--- src/rtl/muxn_pkg.sv ---
// Shared types and helpers for the N-way registered stream multiplexer.
// Latency: n/a (types and constant functions only).
// Backpressure: n/a.
package muxn_pkg;

  // Selection mode: explicit select or fair round-robin arbitration
  typedef enum logic {
    MODE_SEL = 1'b0,
    MODE_RR  = 1'b1
  } mux_mode_e;

  // Width of a channel index, never narrower than one bit
  function automatic int clog2_min1(input int n);
    return (n <= 2) ? 1 : $clog2(n);
  endfunction

endpackage

--- src/rtl/muxn_stream_rr_picker.sv ---
// Round-robin picker: first requester after ptr, wrapping from N-1 to 0.
// Latency: purely combinational.
// Backpressure: none; the caller qualifies the grant with its own load enable.
module rr_picker
  import muxn_pkg::*;
#(
  parameter  int N    = 3,
  localparam int SELW = clog2_min1(N)
) (
  input  logic [N-1:0]    req,
  input  logic [SELW-1:0] ptr,
  output logic            gnt_valid,
  output logic [SELW-1:0] gnt
);

  // Scan from the farthest offset down to ptr+1 so the nearest requester wins
  always_comb begin
    gnt_valid = 1'b0;
    gnt       = '0;
    for (int off = N; off >= 1; off--) begin
      if (req[(int'(ptr) + off) % N]) begin
        gnt_valid = 1'b1;
        gnt       = SELW'((int'(ptr) + off) % N);
      end
    end
  end

endmodule

--- src/rtl/muxn_stream.sv ---
// N-way stream mux with one-entry output buffer; explicit-select or round-robin grant.
// Latency: one cycle from input transfer to out_valid/out_data; one word per cycle sustained.
// Backpressure: out_valid & !out_ready holds the buffer and drops every in_ready.
module muxn_stream
  import muxn_pkg::*;
#(
  parameter  int WIDTH = 32,
  parameter  int N     = 3,
  localparam int SELW  = clog2_min1(N)
) (
  input  logic                 clk,
  input  logic                 reset,
  input  logic                 mode,
  input  logic [SELW-1:0]      s,
  input  logic [N-1:0]         in_valid,
  input  logic [N*WIDTH-1:0]   in_data,
  output logic [N-1:0]         in_ready,
  output logic                 out_valid,
  output logic [WIDTH-1:0]     out_data,
  output logic [SELW-1:0]      out_src,
  input  logic                 out_ready,
  output logic                 sel_err
);

  logic             out_valid_q, out_valid_d;
  logic [WIDTH-1:0] out_data_q,  out_data_d;
  logic [SELW-1:0]  out_src_q,   out_src_d;
  logic [SELW-1:0]  rr_ptr_q,    rr_ptr_d;
  logic             sel_err_q,   sel_err_d;

  logic             load_en;
  logic             s_in_range;
  logic             sel_gnt_valid;
  logic             rr_gnt_valid;
  logic [SELW-1:0]  rr_gnt;
  logic             gnt_valid;
  logic [SELW-1:0]  gnt;
  logic [WIDTH-1:0] gnt_data;
  logic             mode_sel;

  // The buffer can take a word when empty or when it is being drained this cycle
  assign load_en    = !out_valid_q || out_ready;
  assign mode_sel   = (mux_mode_e'(mode) == MODE_SEL);
  assign s_in_range = (int'(s) < N);

  rr_picker #(.N(N)) u_rr_picker (
    .req       (in_valid),
    .ptr       (rr_ptr_q),
    .gnt_valid (rr_gnt_valid),
    .gnt       (rr_gnt)
  );

  // Pick the granted channel from the active mode; an out-of-range select grants nothing
  always_comb begin
    sel_gnt_valid = s_in_range && in_valid[s];
    if (mode_sel) begin
      gnt_valid = sel_gnt_valid;
      gnt       = sel_gnt_valid ? s : '0;
    end else begin
      gnt_valid = rr_gnt_valid;
      gnt       = rr_gnt;
    end
    gnt_data = in_data[int'(gnt)*WIDTH +: WIDTH];
  end

  // One-hot ready to the granted channel; forced low while reset is held
  always_comb begin
    in_ready = '0;
    for (int i = 0; i < N; i++) begin
      in_ready[i] = !reset && load_en && gnt_valid && (int'(gnt) == i);
    end
  end

  // Next state: refill on grant, empty on idle load, hold under backpressure
  always_comb begin
    out_valid_d = out_valid_q;
    out_data_d  = out_data_q;
    out_src_d   = out_src_q;
    rr_ptr_d    = rr_ptr_q;
    sel_err_d   = load_en && mode_sel && !s_in_range;
    if (load_en) begin
      if (gnt_valid) begin
        out_valid_d = 1'b1;
        out_data_d  = gnt_data;
        out_src_d   = gnt;
        rr_ptr_d    = gnt;
      end else begin
        out_valid_d = 1'b0;
      end
    end
  end

  // State registers; rr_ptr resets to N-1 so the first round-robin grant is channel 0
  always_ff @(posedge clk or posedge reset) begin
    if (reset) begin
      out_valid_q <= 1'b0;
      out_data_q  <= '0;
      out_src_q   <= '0;
      rr_ptr_q    <= SELW'(N - 1);
      sel_err_q   <= 1'b0;
    end else begin
      out_valid_q <= out_valid_d;
      out_data_q  <= out_data_d;
      out_src_q   <= out_src_d;
      rr_ptr_q    <= rr_ptr_d;
      sel_err_q   <= sel_err_d;
    end
  end

  assign out_valid = out_valid_q;
  assign out_data  = out_data_q;
  assign out_src   = out_src_q;
  assign sel_err   = sel_err_q;

endmodule

--- config.mk ---
export PLATFORM = sky130hd
export DESIGN_NAME = muxn_stream
export DESIGN_NICKNAME = d
export VERILOG_FILES = /design/src/rtl/muxn_pkg.sv /design/src/rtl/muxn_stream_rr_picker.sv /design/src/rtl/muxn_stream.sv
export SDC_FILE = /design/constraint.sdc
export NUM_CORES = 1
export LEC_CHECK = 0
export BUFFER_PORTS_ARGS = -buffer_cell sky130_fd_sc_hd__buf_4
export CAP_MARGIN = 20
export CORE_UTILIZATION = 25
export CTS_CLUSTER_DIAMETER = 120
export DETAILED_ROUTE_END_ITERATION = 10
export GPL_TIMING_DRIVEN = 0
export SYNTH_ARGS = -nofsm -noshare
export SYNTH_HDL_FRONTEND = slang
export SYNTH_SLANG_ARGS = --single-unit
export TNS_END_PERCENT = 20
--- constraint.sdc ---
create_clock -name clk -period 2.8 [get_ports clk]
set_input_delay 0.28 -clock clk [delete_from_list [all_inputs] [get_ports clk]]
set_output_delay 0.28 -clock clk [all_outputs]
set_load 0.01 [all_outputs]
Yosys cells after proc, flatten, opt, wreduce, memory -nomap -nowiden

Cells that the tools add are included.

Input port bits: 105
Output and inout port bits: 39
Register bits after elaboration: 38
Word-level logic and storage cells: 55

Equal/unequal tests: 2
Multiplexer cells: 21
Bitwise gates (word level): 1
Shifts and indexed selects: 1
Divide/modulo/power cells: 3
$add $sub $neg: 3
Reduce and logical (&&, ||, !) cells: 14
Order comparisons: 5

Operators by type and width:

| operator                | count |
|---|---|
| $lt A32 B4 Y1 const B   | 3 |
| $mod A32 B3 Y32 const B | 3 |
| $shiftx A96 B8 Y32      | 1 |
| $mux W1                 | 12 |
| $mux W2                 | 5 |
| $bmux W1 S2             | 4 |
| $logic_and A1 B1 Y1     | 8 |
| $add A2 B2 Y3 const B   | 2 |
| $eq A2 B2 Y1 const B    | 2 |
| $add A2 B1 Y3 const B   | 1 |
| $logic_not A1 Y1        | 3 |
| $lt A2 B3 Y1 const B    | 1 |
| $logic_not A2 Y1        | 1 |
| $lt A2 B2 Y1 const B    | 1 |
| $reduce_and A2 Y1       | 1 |
| $logic_or A1 B1 Y1      | 1 |
| $not A1 Y1              | 1 |

Depth between registers and ports, before layout

Gate-level depths: netlist (run 1).

Depth after elaboration: 11
Depth in mapped cells: 12

Cells and area by module

From an unflattened synthesis (run 1), not the netlist that was laid out.

Cells, all modules: 233
Area total of the unflattened synthesis: 2314.7 um2

By module, submodules not included:

| module      | area each (um2) | times used | seq. area each (um2) | cells an instance |
|---|---|---|---|---|
| muxn_stream | 2069.5          | 1          | 927.1                | 197 |
| rr_picker   | 245.2           | 1          | 0.0                  | 36 |

Least setup slack after synthesis (run 1)

Ideal clock, no wire load.

Kind: reg-to-output
Start point: register rr_ptr_q[1]
End point: output in_ready[1]
Cell stages (with the launch flop): 12
Data required time: 2.520 ns
Slack: 0.248 ns
Arrival: 2.272 ns
Cell sequence: dfstp_2 > inv_1 > ha_1 > buf_6 > mux2i_1 > o21ai_1 > o41ai_4 > nor2b_2 > buf_6 > nor2b_4 > buf_6 > and3_1

Longest elaborated chain between the ends: 11
Elaborated cells between the ends (all ways): 26
Those cells by class: 3 x add/sub; 3 x div; 1 x eq/ne; 17 x mux; 2 x reduce/logical

RTL lines:

| what                                                | line                                                     | source |
|---|---|---|
| from (decl)                                         | muxn_stream.sv:28                                        | `logic [SELW-1:0] rr_ptr_q, rr_ptr_d;` |
| from (signal assigned)                              | muxn_stream.sv:99                                        | `rr_ptr_q <= SELW'(N - 1);` |
| from (signal assigned)                              | muxn_stream.sv:105                                       | `rr_ptr_q <= rr_ptr_d;` |
| $add A2 B2 Y3                                       | muxn_stream_rr_picker.sv:21, muxn_stream_rr_picker.sv:23 |  |
| $mod A32 B3 Y32                                     | muxn_stream_rr_picker.sv:21, muxn_stream_rr_picker.sv:23 |  |
| $bmux W1 S2                                         | muxn_stream_rr_picker.sv:21                              | `if (req[(int'(ptr) + off) % N]) begin` |
| $mux W1 (not written as such) (2 in a row)          | muxn_stream_rr_picker.sv:21                              |  |
| $mux W2 or $mux W1 (tied branches) (3 in a row)     | muxn_stream_rr_picker.sv:21                              |  |
| $mux W2 or $mux W1 (tied branches)                  | muxn_stream.sv:56                                        | `if (mode_sel) begin` |
| $eq A2 B2 Y1 or $logic_and A1 B1 Y1 (tied branches) | muxn_stream.sv:70                                        | `in_ready[i] = !reset && load_en && gnt_valid && (int'(gnt) == i);` |
| $logic_and A1 B1 Y1 (*)                             | muxn_stream.sv:70                                        |  |
| to (decl)                                           | muxn_stream.sv:17                                        | `output logic [N-1:0] in_ready,` |

Mark *: on every way between the ends. The rest lies on a longest branch, timed or not. The select of a mux whose other input is x is not followed.

Worst setup path after layout (run 1)

Ends and elaborated chain as after synthesis.

==> run metrics, run 1 <==
vias in the first global route 2528; Clock Tree Root clkbuf_8; clock net sink count 37; Residual DRC 0; layout cell share with drive strength beyond 1 50.1%; Setup Viol. Count Final 0; H-tree Lvls 2; Slew headroom 43.6%; ys async rst share 100%; Die ar. 10500 µm²; FF-to-FF End out_data[21]; antenna diode count 0; EDFF count, synth 0; GRT Residual Overflow 0; Netlist Area Pre-Place 2530 µm²; Post-DP HPWL 6050 µm; Crit. End Element output port; CP Class reg2out; area grow syn2layout 62.5%; switching share of power 40.6%; Placer Congestion 0.797; count of input and output buffers 143; Final ANT Viol Nets 0; largest net degree at the start of global routing 39; Synth top area share 35.6%; leading area contributor after synthesis dfrtp_1; cts hold-fix bufs 0; Power Internal 0.00218 W; Comb power frac 64.3%; routed len/inst 15.6 µm; end point of the critical path in_ready[1]; clock transition at the registers of the reported paths 0.08 ns; sum of negative setup slack 0 ns; DR iter-0 viols 79; Pwr Total 0.00368 W; number of vias per cell 4.72; Cells after DPL 520; first-pass iteration count of the detailed router 4; status complete, no violations; CTS tree built; Tcrit/Tclk final 97.8%; routed vias 2570; RSZ-0062 raised after global routing yes; R2R cell count 9; WP data required 2.52 ns; worst clock skew 0.00719 ns; WL final 8500 µm; Final Critical Period 2.74 ns; NetSw 0.00150 W; Worst Max-Slew Pin Slew 0.845 ns; Yosys warnings 0; power per cell area 895 nW/µm²; cts bufs inserted 5; Leak 1.79 nW; clk buf depth 2; reg-to-reg startpoint rr_ptr_q[1]; Mapped Cells 244; Die W 103 µm; sequential share of power 25.3%; Final #Nets 519; Clock Power Share 10.4%; Initial Util 25.9%; worst min-delay path class in2async; gr usage total 15.8%; Post-Syn Area per Cell 10.4 µm²; Post-Layout Cell Count 544; first-pass GRT wire length 12600 µm; FP Rows 36; post-synthesis register bit count 37; CORE AREA 9770 µm²; most frequent cells after synthesis mux2i_1, dfrtp_1, o21ai_0; Peak Freq 0.365 GHz; I/O pin total 144; max cap viols 0; CP startpoint rr_ptr_q[1]; Startpoint Class flip-flop; CP Max Fanout 8; R2R Setup Slk 0.14 ns; initial antenna violation count 0; Netlist cell types 37; sequential area share after synthesis 36.6%; Die Y 103 µm; Post-Syn Nets 353; Synth Flop Type dfrtp_1; top-count cell post-synth mux2i_1; Critical Path AT 2.46 ns; top cells by area, synth dfrtp_1, mux2i_1, nand4bb_1; final hold viol count 0; Peak supply drop 0.330 mV; clk_lat worst skew 0.29 ns; Max Slew Vio Count 0
[flip-flops by register name, indices dropped and copies added (netlist names)]
register   flops
sel_err        1
out_valid      1
out_data      32
out_src        2
rr_ptr_q       1
[what timing repair did]
item | in CTS | in global routing
setup buffers | 10 | 10
gates resized for setup | 18 | 16
pin swaps | 4 | 2
setup endpoints to repair | 3 | 32
endpoints found under the hold margin | 0 | 0
[layout by cell type (no fill, tap or decap), drive strengths merged]
cell      netlist  layout
nor2b           4       4
ha              4       4
buf            12     171
nand2b          2       2
a21oi          35      35
mux2            1       1
o211ai          1       1
mux2i          37      37
o22ai           1       1
clkbuf         12      17
nand4bb        32      32
o21ai          37      37
and3            1       1
inv             7       7
dfrtp          36      36
nand2           3       3
nand3b          3       3
nor3b           2       2
o41a            1       1
o2bb2ai         1       1
a21boi          1       1
dfstp           1       1
o21bai          2       2
a211oi          1       1
and4            1       1
nor2            2       2
clkinvlp        0       1
clkinv          0       2
o211a           1       1
nor4bb          1       1
o32ai           1       1
o41ai           1       1
[how the worst min path moves through the flow]
stage / endpoint / depth (start not counted) / slack, ns
CTS: out_data[16] / 2 / 0.22
detailed placement: out_src[1] / 2 / 0.54
finish: out_data[22] / 2 / 0.18
floorplan: sel_err / 1 / 0.45
global placement: out_src[1] / 2 / 0.54
global route: out_data[22] / 2 / 0.26
[kinds of logic (layout without fill, tap and decap cells)]
logic type / Yosys count / in the layout / synth area share (%)
flip-flops: 37 / 37 / 36.6
AO/OA/AOI/OAI: 83 / 83 / 20.1
adder cells (fa/ha/maj): 4 / 4 / 1.98
multiplexers: 38 / 38 / 15.1
buffers and inverters: 31 / 198 / 6.87
AND/OR/NAND/NOR: 51 / 51 / 19.3
[final cells by class]
cell class | instances | area [µm²]
clock inverters | 3 | 17.5
multi-input cells | 176 | 1540
repair buffers | 163 | 1230
well taps | 133 | 166
plain buffers | 20 | 135
fillers | 975 | 5660
inverters | 7 | 26.3
flip-flops and latches | 37 | 927
clock buffers | 5 | 68.8
[power by group through the flow]
stage | registers, W | clock network [W] | logic (W)
6_report | 0.000930 | 0.000383 | 0.00237
5_1_grt | 0.000960 | 0.000424 | 0.00256
4_1_cts | 0.000925 | 0.000399 | 0.00217
3_5_place_dp | 0.000935 | 0 | 0.00204
3_3_place_gp | 0.000934 | 0 | 0.00202
2_1_floorplan | 0.00103 | 0 | 0.00113
[worst max-delay path, cell delays in order (launching register included)]
cell and delay [ns]:
dfstp_2 0.58, ha_4 0.20, mux2i_4 0.28, o2bb2ai_4 0.10
o41ai_4 0.46, nor2b_4 0.09, nor2b_4 0.15, and3_1 0.18
buf_6 0.12
[routing by layer]
metal	routed length (µm)	part of all wire, %	vias to the layer above	GRT usage, %
li1	-	-	1251	-
met1	3590	42	1231	19.6
met2	4360	51	83	27.3
met3	482	5.7	5	3.80
met4	61	0.72	0	3.85
met5	0	0	-	0
[through the flow]
| step | hold slack [ns] | setup WS (ns) | utilization [%] | cell area (µm²) |
|---|---|---|---|---|
| floorplan | 0.449 | 0.248 | - | 2530 |
| global placement | 0.541 | -0.135 | 38.6 | 3770 |
| detailed placement | 0.535 | -0.158 | 38.6 | 3770 |
| CTS | 0.217 | -0.0663 | 40.6 | 3970 |
| global route | 0.262 | -0.0433 | 42.1 | 4110 |
| finish | 0.184 | 0.0627 | 42.1 | 4110 |
No activity file was read; power rests on OpenSTA's default activity.
==> inputs of run 2 (changes only) <==
Clock period 2.8 ns to 3.6 ns, I/O delays scaled along.
==> run metrics, run 2 (synthesis gave the netlist of run 1 again) <==
status complete, no violations; largest net degree at the start of global routing 39 (unchanged); FP Rows 36 (unchanged); final hold viol count 0 (unchanged); most frequent cells in the layout buf_4, mux2i_1, dfrtp_1, o21ai_0, nand4bb_1; Critical Path AT 2.97 ns (+0.51 ns); Max Slew Vio Count 0 (unchanged); power per cell area 671 nW/µm² (-25%); design area 3860 µm² (-6.2%); R2R Setup Slk 0.87 ns (+0.73 ns); Startpoint Class flip-flop; Slew headroom 43.0% (-0.56 points); routed vias 2482 (-3.4%); Leak 1.68 nW (-6.4%); Clock Tree Root clkbuf_8; initial antenna violation count 0 (unchanged); Largest register FFs 32 (unchanged); Peak Freq 0.300 GHz; gr usage total 15.2% (-0.58 points); Tcrit/Tclk final 92.6%; Final Critical Period 3.33 ns; clock net sink count 37 (unchanged); WL final 8040 µm (-5.4%); R2R cell count 11 (+2); buffer count from post-CTS setup fixing 0 (-10); CORE AREA 9770 µm² (unchanged); CTS tree built; Die W 103 µm (unchanged); max cap viols 0 (unchanged); most common cell after layout, fill and taps aside buf_4; Placer Congestion 0.797 (unchanged); count of input and output buffers 143 (unchanged); antenna diode count 0 (unchanged); clock transition at the registers of the reported paths 0.08 ns (about the same); Setup Viol. Count Final 0 (unchanged); cts hold-fix bufs 0 (unchanged); Die ar. 10500 µm² (unchanged); WP data required 3.24 ns (+0.72 ns); Peak supply drop 0.243 mV (-26%); WHS 0.261 ns (+0.0767 ns); clk_lat worst skew 0.29 ns (about the same); Die Y 103 µm (unchanged); Placed Area 3770 µm² (unchanged); worst clock skew 0.00609 ns (-0.00110 ns); first-pass iteration count of the detailed router 4 (unchanged); routed len/inst 15.2 µm (-2.5%); sum of negative setup slack 0 ns (unchanged); DR iter-0 viols 79 (unchanged); layout cell share with drive strength beyond 1 44.3% (-5.8 points); clk buf depth 2 (unchanged); number of vias per cell 4.70 (-0.50%); Post-DP HPWL 6050 µm (unchanged); first-pass GRT wire length 12100 µm (-3.4%); FF-to-FF End out_data[14]; GRT Residual Overflow 0 (unchanged); cts bufs inserted 5 (unchanged); CP Class reg2out; H-tree Lvls 2 (unchanged); post_cts resized 0 (-18); Final ANT Viol Nets 0 (unchanged); vias in the first global route 2448 (-3.2%); Worst Max-Slew Pin Slew 0.854 ns (+0.00837 ns); CP Max Fanout 10 (+2); RSZ-0062 raised after global routing no; Residual DRC 0 (unchanged); I/O pin total 144 (unchanged); reg-to-reg startpoint out_src[0]; area grow syn2layout 52.4%; Final #Nets 503 (-3.1%); worst min-delay path class in2async; Crit. End Element output port; Initial Util 25.9% (unchanged)
## run 2: changes by cell type in the layout (fill, tap and decap cells not counted), sizes merged
cell,before,now
buf,171,155
## run 2: worst max path at each step
stage	depth (start not counted)	start	slack, ns	endpoint
after floorplan	11	rr_ptr_q[1]	0.97	in_ready[1]
after global placement	8	rr_ptr_q[1]	0.59	in_ready[2]
after detailed placement	8	rr_ptr_q[1]	0.56	in_ready[2]
after CTS	8	rr_ptr_q[1]	0.24	in_ready[2]
after global routing	9	out_src[0]	0.03	in_ready[2]
final	8	rr_ptr_q[1]	0.27	in_ready[2]
## run 2: layer usage
| metal | track usage (%) | vias to the layer above | part of all wire (%) |
|---|---|---|---|
| li1 | - | 1223 | - |
| met1 | 19.3 | 1163 | 42 |
| met2 | 26.0 | 91 | 50 |
| met3 | 3.66 | 5 | 6.7 |
| met4 | 3.41 | 0 | 0.76 |
| met5 | 0 | - | 0 |
## run 2: layout make-up
| class | count | area (µm²) |
|---|---|---|
| well taps | 133 | 166 |
| flip-flops and latches | 37 | 927 |
| clock inverters | 3 | 17.5 |
| clock buffers | 5 | 68.8 |
| fillers | 988 | 5920 |
| plain buffers | 24 | 148 |
| inverters | 7 | 26.3 |
| multi-input cells | 176 | 1430 |
| repair buffers | 143 | 1070 |
## run 2: where the power goes
group	switching [W]	leakage (nW)	internal, W
sequential	0.000109	0.412	0.000615
clock	0.000164	0.0439	0.000134
combinational	0.000806	1.22	0.000761
total	0.00108	1.68	0.00151
## run 2: worst max-delay path, stage by stage (launching register included)
cell and delay [ns]:
dfstp_2 0.55, ha_1 0.26, mux2i_1 0.40, o22ai_1 0.18, o32ai_4 0.46, clkbuf_1 0.44, nand2_1 0.17, nor2_1 0.11
buf_4 0.12
## run 2: stage by stage
stage / setup slack [ns] / utilization, % / power, W / std cells
6_report: 0.267 / 39.5 / 0.00259 / 528
5_1_grt: 0.0343 / 39.5 / 0.00279 / 528
4_1_cts: 0.239 / 39.5 / 0.00262 / 528
3_5_place_dp: 0.562 / 38.6 / 0.00231 / 520
3_3_place_gp: 0.585 / 38.6 / 0.00230 / 520
2_1_floorplan: 0.968 / - / 0.00168 / 244
